<file path="src/rtl/reg_file_pkg.sv">
// Shared definitions for the multi-port register file.
// Contents:
//   rf_state_e - clear/ready state of the register file controller
//   slice_lo   - low bit index of port 'idx' in a packed bus of 'width'-bit fields
package reg_file_pkg;

    typedef enum logic {
        ST_CLEAR = 1'b0,
        ST_READY = 1'b1
    } rf_state_e;

    function automatic int slice_lo(input int idx, input int width);
        return idx * width;
    endfunction

endpackage

</file>
<file path="src/rtl/reg_sb.sv">
// Per-register busy scoreboard for hazard detection.
// Ports:
//   clk, reset   - rising-edge clock, synchronous active-high reset (clears all busy bits)
//   enable       - updates are accepted only while high (register file ready)
//   wr_en/addr   - writeback ports; each enabled write clears busy[addr]
//   sb_set_en    - issue of a new producer; sets busy[sb_set_addr]
//   rd_addr      - packed read addresses
//   rd_busy      - raw busy bit looked up for each read address
module reg_sb import reg_file_pkg::*; #(
    parameter int NREGS    = 32,
    parameter int NRD      = 2,
    parameter int NWR      = 2,
    parameter int AW       = 5,
    parameter int ZERO_REG = 1
) (
    input  logic              clk,
    input  logic              reset,
    input  logic              enable,
    input  logic [NWR-1:0]    wr_en,
    input  logic [NWR*AW-1:0] wr_addr,
    input  logic              sb_set_en,
    input  logic [AW-1:0]     sb_set_addr,
    input  logic [NRD*AW-1:0] rd_addr,
    output logic [NRD-1:0]    rd_busy
);

    logic [NREGS-1:0] busy_q;
    logic [NREGS-1:0] busy_d;

    // Clears are applied before the set so that a producer issued in the
    // same cycle as an older producer's writeback keeps the register busy.
    always_comb begin
        busy_d = busy_q;
        for (int j = 0; j < NWR; j++) begin
            if (wr_en[j]) begin
                busy_d[wr_addr[slice_lo(j, AW) +: AW]] = 1'b0;
            end
        end
        if (sb_set_en) begin
            busy_d[sb_set_addr] = 1'b1;
        end
        if (ZERO_REG != 0) begin
            busy_d[0] = 1'b0;
        end
    end

    always_ff @(posedge clk) begin
        if (reset) begin
            busy_q <= '0;
        end else if (enable) begin
            busy_q <= busy_d;
        end
    end

    always_comb begin
        rd_busy = '0;
        for (int i = 0; i < NRD; i++) begin
            rd_busy[i] = busy_q[rd_addr[slice_lo(i, AW) +: AW]];
        end
    end

endmodule

</file>
<file path="src/rtl/reg_file_mp.sv">
// Multi-port integer register file with hardwired zero, optional
// write-to-read bypass, busy scoreboard and a counter-driven clear after reset.
// Ports:
//   clk, reset   - rising-edge clock, synchronous active-high reset
//   init_done    - high once every register has been cleared
//   rd_addr      - NRD packed read addresses
//   rd_data      - NRD packed read results (combinational)
//   rd_busy      - NRD scoreboard flags for the read addresses (combinational)
//   wr_en/addr/data - NWR write ports, highest index wins on collisions
//   sb_set_en/addr  - mark a destination register as pending
module reg_file_mp import reg_file_pkg::*; #(
    parameter int XLEN     = 32,
    parameter int NREGS    = 32,
    parameter int NRD      = 2,
    parameter int NWR      = 2,
    parameter int ZERO_REG = 1,
    parameter int BYPASS   = 1,
    localparam int AW      = $clog2(NREGS)
) (
    input  logic                clk,
    input  logic                reset,
    output logic                init_done,
    input  logic [NRD*AW-1:0]   rd_addr,
    output logic [NRD*XLEN-1:0] rd_data,
    output logic [NRD-1:0]      rd_busy,
    input  logic [NWR-1:0]      wr_en,
    input  logic [NWR*AW-1:0]   wr_addr,
    input  logic [NWR*XLEN-1:0] wr_data,
    input  logic                sb_set_en,
    input  logic [AW-1:0]       sb_set_addr
);

    rf_state_e        state_q, state_d;
    logic [AW-1:0]    cnt_q, cnt_d;
    logic             ready;
    logic [XLEN-1:0]  mem [NREGS];
    logic [NRD-1:0]   sb_busy;

    logic [AW-1:0]    ra;
    logic [XLEN-1:0]  rv;
    logic             rb;
    logic             hit;

    // Clear sequencer: walks the counter across every register once, then
    // parks in READY until the next reset.
    always_comb begin
        state_d = state_q;
        cnt_d   = cnt_q;
        if (state_q == ST_CLEAR) begin
            cnt_d = cnt_q + AW'(1);
            if (cnt_q == AW'(NREGS - 1)) begin
                state_d = ST_READY;
            end
        end
    end

    always_ff @(posedge clk) begin
        if (reset) begin
            state_q <= ST_CLEAR;
            cnt_q   <= '0;
        end else begin
            state_q <= state_d;
            cnt_q   <= cnt_d;
        end
    end

    assign ready     = (state_q == ST_READY);
    assign init_done = ready;

    // The array has no reset so it can map onto RAM-like storage; the clear
    // sequence writes one zero per cycle instead. Later write ports override
    // earlier ones through non-blocking ordering.
    always_ff @(posedge clk) begin
        if (!reset) begin
            if (!ready) begin
                mem[cnt_q] <= '0;
            end else begin
                for (int j = 0; j < NWR; j++) begin
                    if (wr_en[j] &&
                        !(ZERO_REG != 0 && wr_addr[slice_lo(j, AW) +: AW] == AW'(0))) begin
                        mem[wr_addr[slice_lo(j, AW) +: AW]] <= wr_data[slice_lo(j, XLEN) +: XLEN];
                    end
                end
            end
        end
    end

    reg_sb #(
        .NREGS    (NREGS),
        .NRD      (NRD),
        .NWR      (NWR),
        .AW       (AW),
        .ZERO_REG (ZERO_REG)
    ) u_sb (
        .clk         (clk),
        .reset       (reset),
        .enable      (ready),
        .wr_en       (wr_en),
        .wr_addr     (wr_addr),
        .sb_set_en   (sb_set_en),
        .sb_set_addr (sb_set_addr),
        .rd_addr     (rd_addr),
        .rd_busy     (sb_busy)
    );

    // Read muxing. A bypassed write also hides the busy flag, unless a new
    // producer for the same register is issued in that very cycle.
    always_comb begin
        rd_data = '0;
        rd_busy = '0;
        ra      = '0;
        rv      = '0;
        rb      = 1'b0;
        hit     = 1'b0;
        for (int i = 0; i < NRD; i++) begin
            ra  = rd_addr[slice_lo(i, AW) +: AW];
            rv  = mem[ra];
            rb  = sb_busy[i];
            hit = 1'b0;
            if (BYPASS != 0) begin
                for (int j = 0; j < NWR; j++) begin
                    if (wr_en[j] && wr_addr[slice_lo(j, AW) +: AW] == ra) begin
                        rv  = wr_data[slice_lo(j, XLEN) +: XLEN];
                        hit = 1'b1;
                    end
                end
                if (hit && !(sb_set_en && sb_set_addr == ra)) begin
                    rb = 1'b0;
                end
            end
            if (ZERO_REG != 0 && ra == AW'(0)) begin
                rv = '0;
                rb = 1'b0;
            end
            if (!ready) begin
                rv = '0;
                rb = 1'b0;
            end
            rd_data[slice_lo(i, XLEN) +: XLEN] = rv;
            rd_busy[i]                         = rb;
        end
    end

endmodule

</file>
<file path="config.mk">
export PLATFORM = sky130hd
export DESIGN_NAME = reg_file_mp
export DESIGN_NICKNAME = d
export VERILOG_FILES = /design/src/rtl/reg_file_pkg.sv /design/src/rtl/reg_sb.sv /design/src/rtl/reg_file_mp.sv
export SDC_FILE = /design/constraint.sdc
export NUM_CORES = 2
export LEC_CHECK = 0
export BUFFER_PORTS_ARGS = -buffer_cell sky130_fd_sc_hd__buf_2
export CAP_MARGIN = 20
export CORE_MARGIN = 2
export CORE_UTILIZATION = 50
export CTS_BUF_LIST = sky130_fd_sc_hd__clkbuf_4 sky130_fd_sc_hd__clkbuf_8 sky130_fd_sc_hd__clkbuf_16
export DETAILED_ROUTE_END_ITERATION = 8
export GPL_TIMING_DRIVEN = 0
export PLACE_DENSITY = 0.68
export SYNTH_ARGS = -nofsm -noshare
export SYNTH_HDL_FRONTEND = slang
export SYNTH_SLANG_ARGS = --single-unit
</file>
<file path="constraint.sdc">
create_clock -name clk -period 6.85 [get_ports clk]
set_input_delay 1.0275 -clock clk [delete_from_list [all_inputs] [get_ports clk]]
set_output_delay 1.0275 -clock clk [all_outputs]
set_load 0.005 [all_outputs]
</file>
==> summary.md <==
| Metric | Value |
|---|---|
| Count of warnings emitted by yosys | 0 |
| Reg2reg end | mem[27][25] |
| EDFF count, synth | roughly 1000 |
| First-pass GRT wire length | 416 mm |
| Main area contributors after synthesis | edfxtp_1 49%, mux4_2 16%, o21ai_0 7.9% |
| Post-synth top area share | 0.488 |
| Max_cap viols | 0 |
| Final Net Count | 5832 |
| Hold EP | cnt_q[0] |
| Area delta synth->final | 13.0% |
| Crit-path max FO | 10 |
| CP startpoint | rd_addr[2] |
| Ports | 161 |
| Synthesized area | between 0.06 and 0.07 mm² |
| Max-slew headroom | 0.117 |
| Dominant synthesized flop cell | edfxtp_1 |
| Pins over their slew limit | 0 |
| GRT overflow | 0 |
| CTS buffer count | 119 |
| Vias in the first global route | ~52000 |
| Setup TNS | 0 ns |
| DP HPWL | 238 mm |
| Core footprint | between 0.1 and 0.15 mm² |
| #FFs+latches synth | around 1100 |
| # rows | 130 |
| Synth Area per Inst | 11.6 µm² |
| Worst Hold Depth | 2 |
| Gr usage total | 0.470 |
| RePlAce Congestion | between 1 and 1.5 |
| Clk slew on worst S/H paths | ~0.060 ns |
| # setup viols final | 0 |
| Root Buffer | clkbuf_16 |
| Crit Reg-Reg Startpoint | init_done |
| Post-CTS Setup Inserts | 0 |
| Kind of critical path | input port to output port |
| Fin crit share | 0.958 |
| WP data arrival | about 5.5 ns |
| Chip width | ~360 µm |
| Initial Utilization | 0.503 |
| PwrDens | roughly 220 mW/mm² |
| Max clock buf depth | 3 |
| Synth cell types | between 60 and 70 |
| Initial antenna violation count | 22 |
| CP required | 5.82 ns |
| Tot Pwr | roughly 15 mW |
| Async set-reset flop share out of synthesis | 0 |
| Cells after DPL | 7259 |
| Worst reg2reg path depth | 6 |
| Post-cts resize count | 0 |
| Largest net degree at the start of global routing | 28 |
| Least-Margin Pin Slew | about 1.3 ns |
| Final wirelength | ~310 mm |
| FF-to-FF setup slack | 2.20 ns |
| CTS Hold Bufs | 0 |
| H-Tree Depth | 3 |
| Max incr delay on CP | just over 0.8 ns |
| Status | finished with violations |
| Slowest cell on crit path | buf_1 |
| Port bufs | ~110 |
| Shortest period the worst path allows | 6.56 ns |
| Vias/cell | 7.38 |
| Die height | between 300 and 400 µm |
| Sink Count | approximately 1100 |
| Most common cell in the netlist | nand2_1 |
| Final std cells w/o fill | between 7000 and 8000 |
| Clk Latency, worst-skew pair | approximately 0.8 ns |
| Sequential area share after synthesis | 0.500 |
| Synth top cells by count | 1069 x nand2_1, 1024 x edfxtp_1, 997 x o21ai_0 |
| Syn_nets | 5536 |
| Critical path cell sequence | buf_2, or2_1, buf_2, buf_1, o41a_1, clkbuf_1, o221ai_1, a31oi_1, buf_2 |
| Startpoint types | input port |
| Failing checks | design-rule violations |
| Share of layout cells above drive strength 1 | 0.203 |
| Avg WL per Cell | 41.1 µm |
| Fin. Hold Viols | 0 |
| Via count | between 50000 and 60000 |
| Hold crit path type | flop to flop |
| # DRC | 1 |
| CTS tree | done |
| Top achievable clock speed | approximately 0.15 GHz |
| Leak pwr | around 25 nW |
| Worst ir drop on vdd | around 0.23 mV |
| Max Clock Skew | just over 0.06 ns |
| DR iter-0 viols | 10753 |
| Most used cell along the critical path | buf_2 |
| Drt pass-1 iters | 9 |
| Post-route ant nets | 0 |
| Die area | 0.129 mm² |
| Yosys top cell by area | edfxtp_1 |
| RSZ-0062 raised after global routing | false |
| Synthesized netlist cell count | 5440 |
| Crit end category | output port |
| HP Start | cnt_q[0] |
## per-layer routing
layer	wire length, µm	vias to the layer above	part of all wire	GRT usage
met5	57	-	0.00019	0.000740
met4	34500	8	0.11	0.414
met3	44100	1294	0.14	0.144
met2	128000	5324	0.41	0.669
met1	101000	27180	0.33	0.581
li1	-	21442	-	-
## cell families after synthesis
group	after synthesis	share of synthesized area
AOI/OAI and AO/OA	1437	0.131
xor gates and xnor gates	32	0.00445
adders and majority gates	2	0.000397
buffers and inverters	738	0.0526
DFF	1061	0.500
muxes	782	0.215
and+or+nand+nor	1388	0.0970
## cell usage in the layout (no fill, tap or decap), drive strengths merged, types with 11 or more instances in the layout
master  count
bufinv     12
a22oi      31
o22ai     115
edfxtp   1024
or3        30
o221ai    163
a21oi      62
a31oi      27
clkinv     40
nor4       37
dfxtp      37
nor3       34
inv        47
buf       397
or3b       35
mux4      457
nor4b      28
clkbuf    626
nor2       88
xnor2      16
nand3b     11
o21ai     997
nand2    1073
mux2i     320
xor2       16
## worst max path at each step
stage,endpoint
2_1_floorplan,mem[17][0]
3_3_place_gp,mem[25][14]
3_5_place_dp,rd_data[53]
4_1_cts,rd_data[53]
5_1_grt,rd_data[35]
6_report,rd_data[21]
## metrics by stage
step                 util  instance area [µm²]  worst slack, ns  hold WS (ns)
detailed placement  0.535                67200            0.807         0.512
finish              0.568                71200            0.289         0.529
global route        0.568                71200            0.602         0.574
CTS                 0.567                71100            0.806         0.522
floorplan               -                63000             2.26         0.476
global placement    0.523                65600           -0.172         0.506
## worst max-delay path, delay by kind of cell
family	cells	cell delay (ns)
compound gates	3	1.53
buf+inv	5	2.75
simple gates	1	0.17
## power by group
| group | internal (mW) | total (mW) | switching (mW) |
|---|---|---|---|
| sequential | 7.05 | 7.07 | 0.0192 |
| combinational | 0.480 | 1.54 | 1.06 |
| clock | 3.82 | 6.72 | 2.90 |
| total | 11.4 | 15.3 | 3.98 |
## registers in the layout (all words and copies together) (netlist names)
name         count
mem           1024
cnt_q            5
init_done        1
u_sb.busy_q     31
## cell type report
type / count / area [µm²]
Clock inverter: 61 / 694
Sequential cell: 1061 / 31500
Multi-Input combinational cell: 3641 / 28700
Fill cell: 10504 / 54200
Timing Repair Buffer: 175 / 1710
Tap cell: 1650 / 2060
Inverter: 45 / 169
Clock buffer: 155 / 3280
Antenna cell: 10 / 25.0
Buffer: 693 / 3150
(Power assumes the default switching activity.)
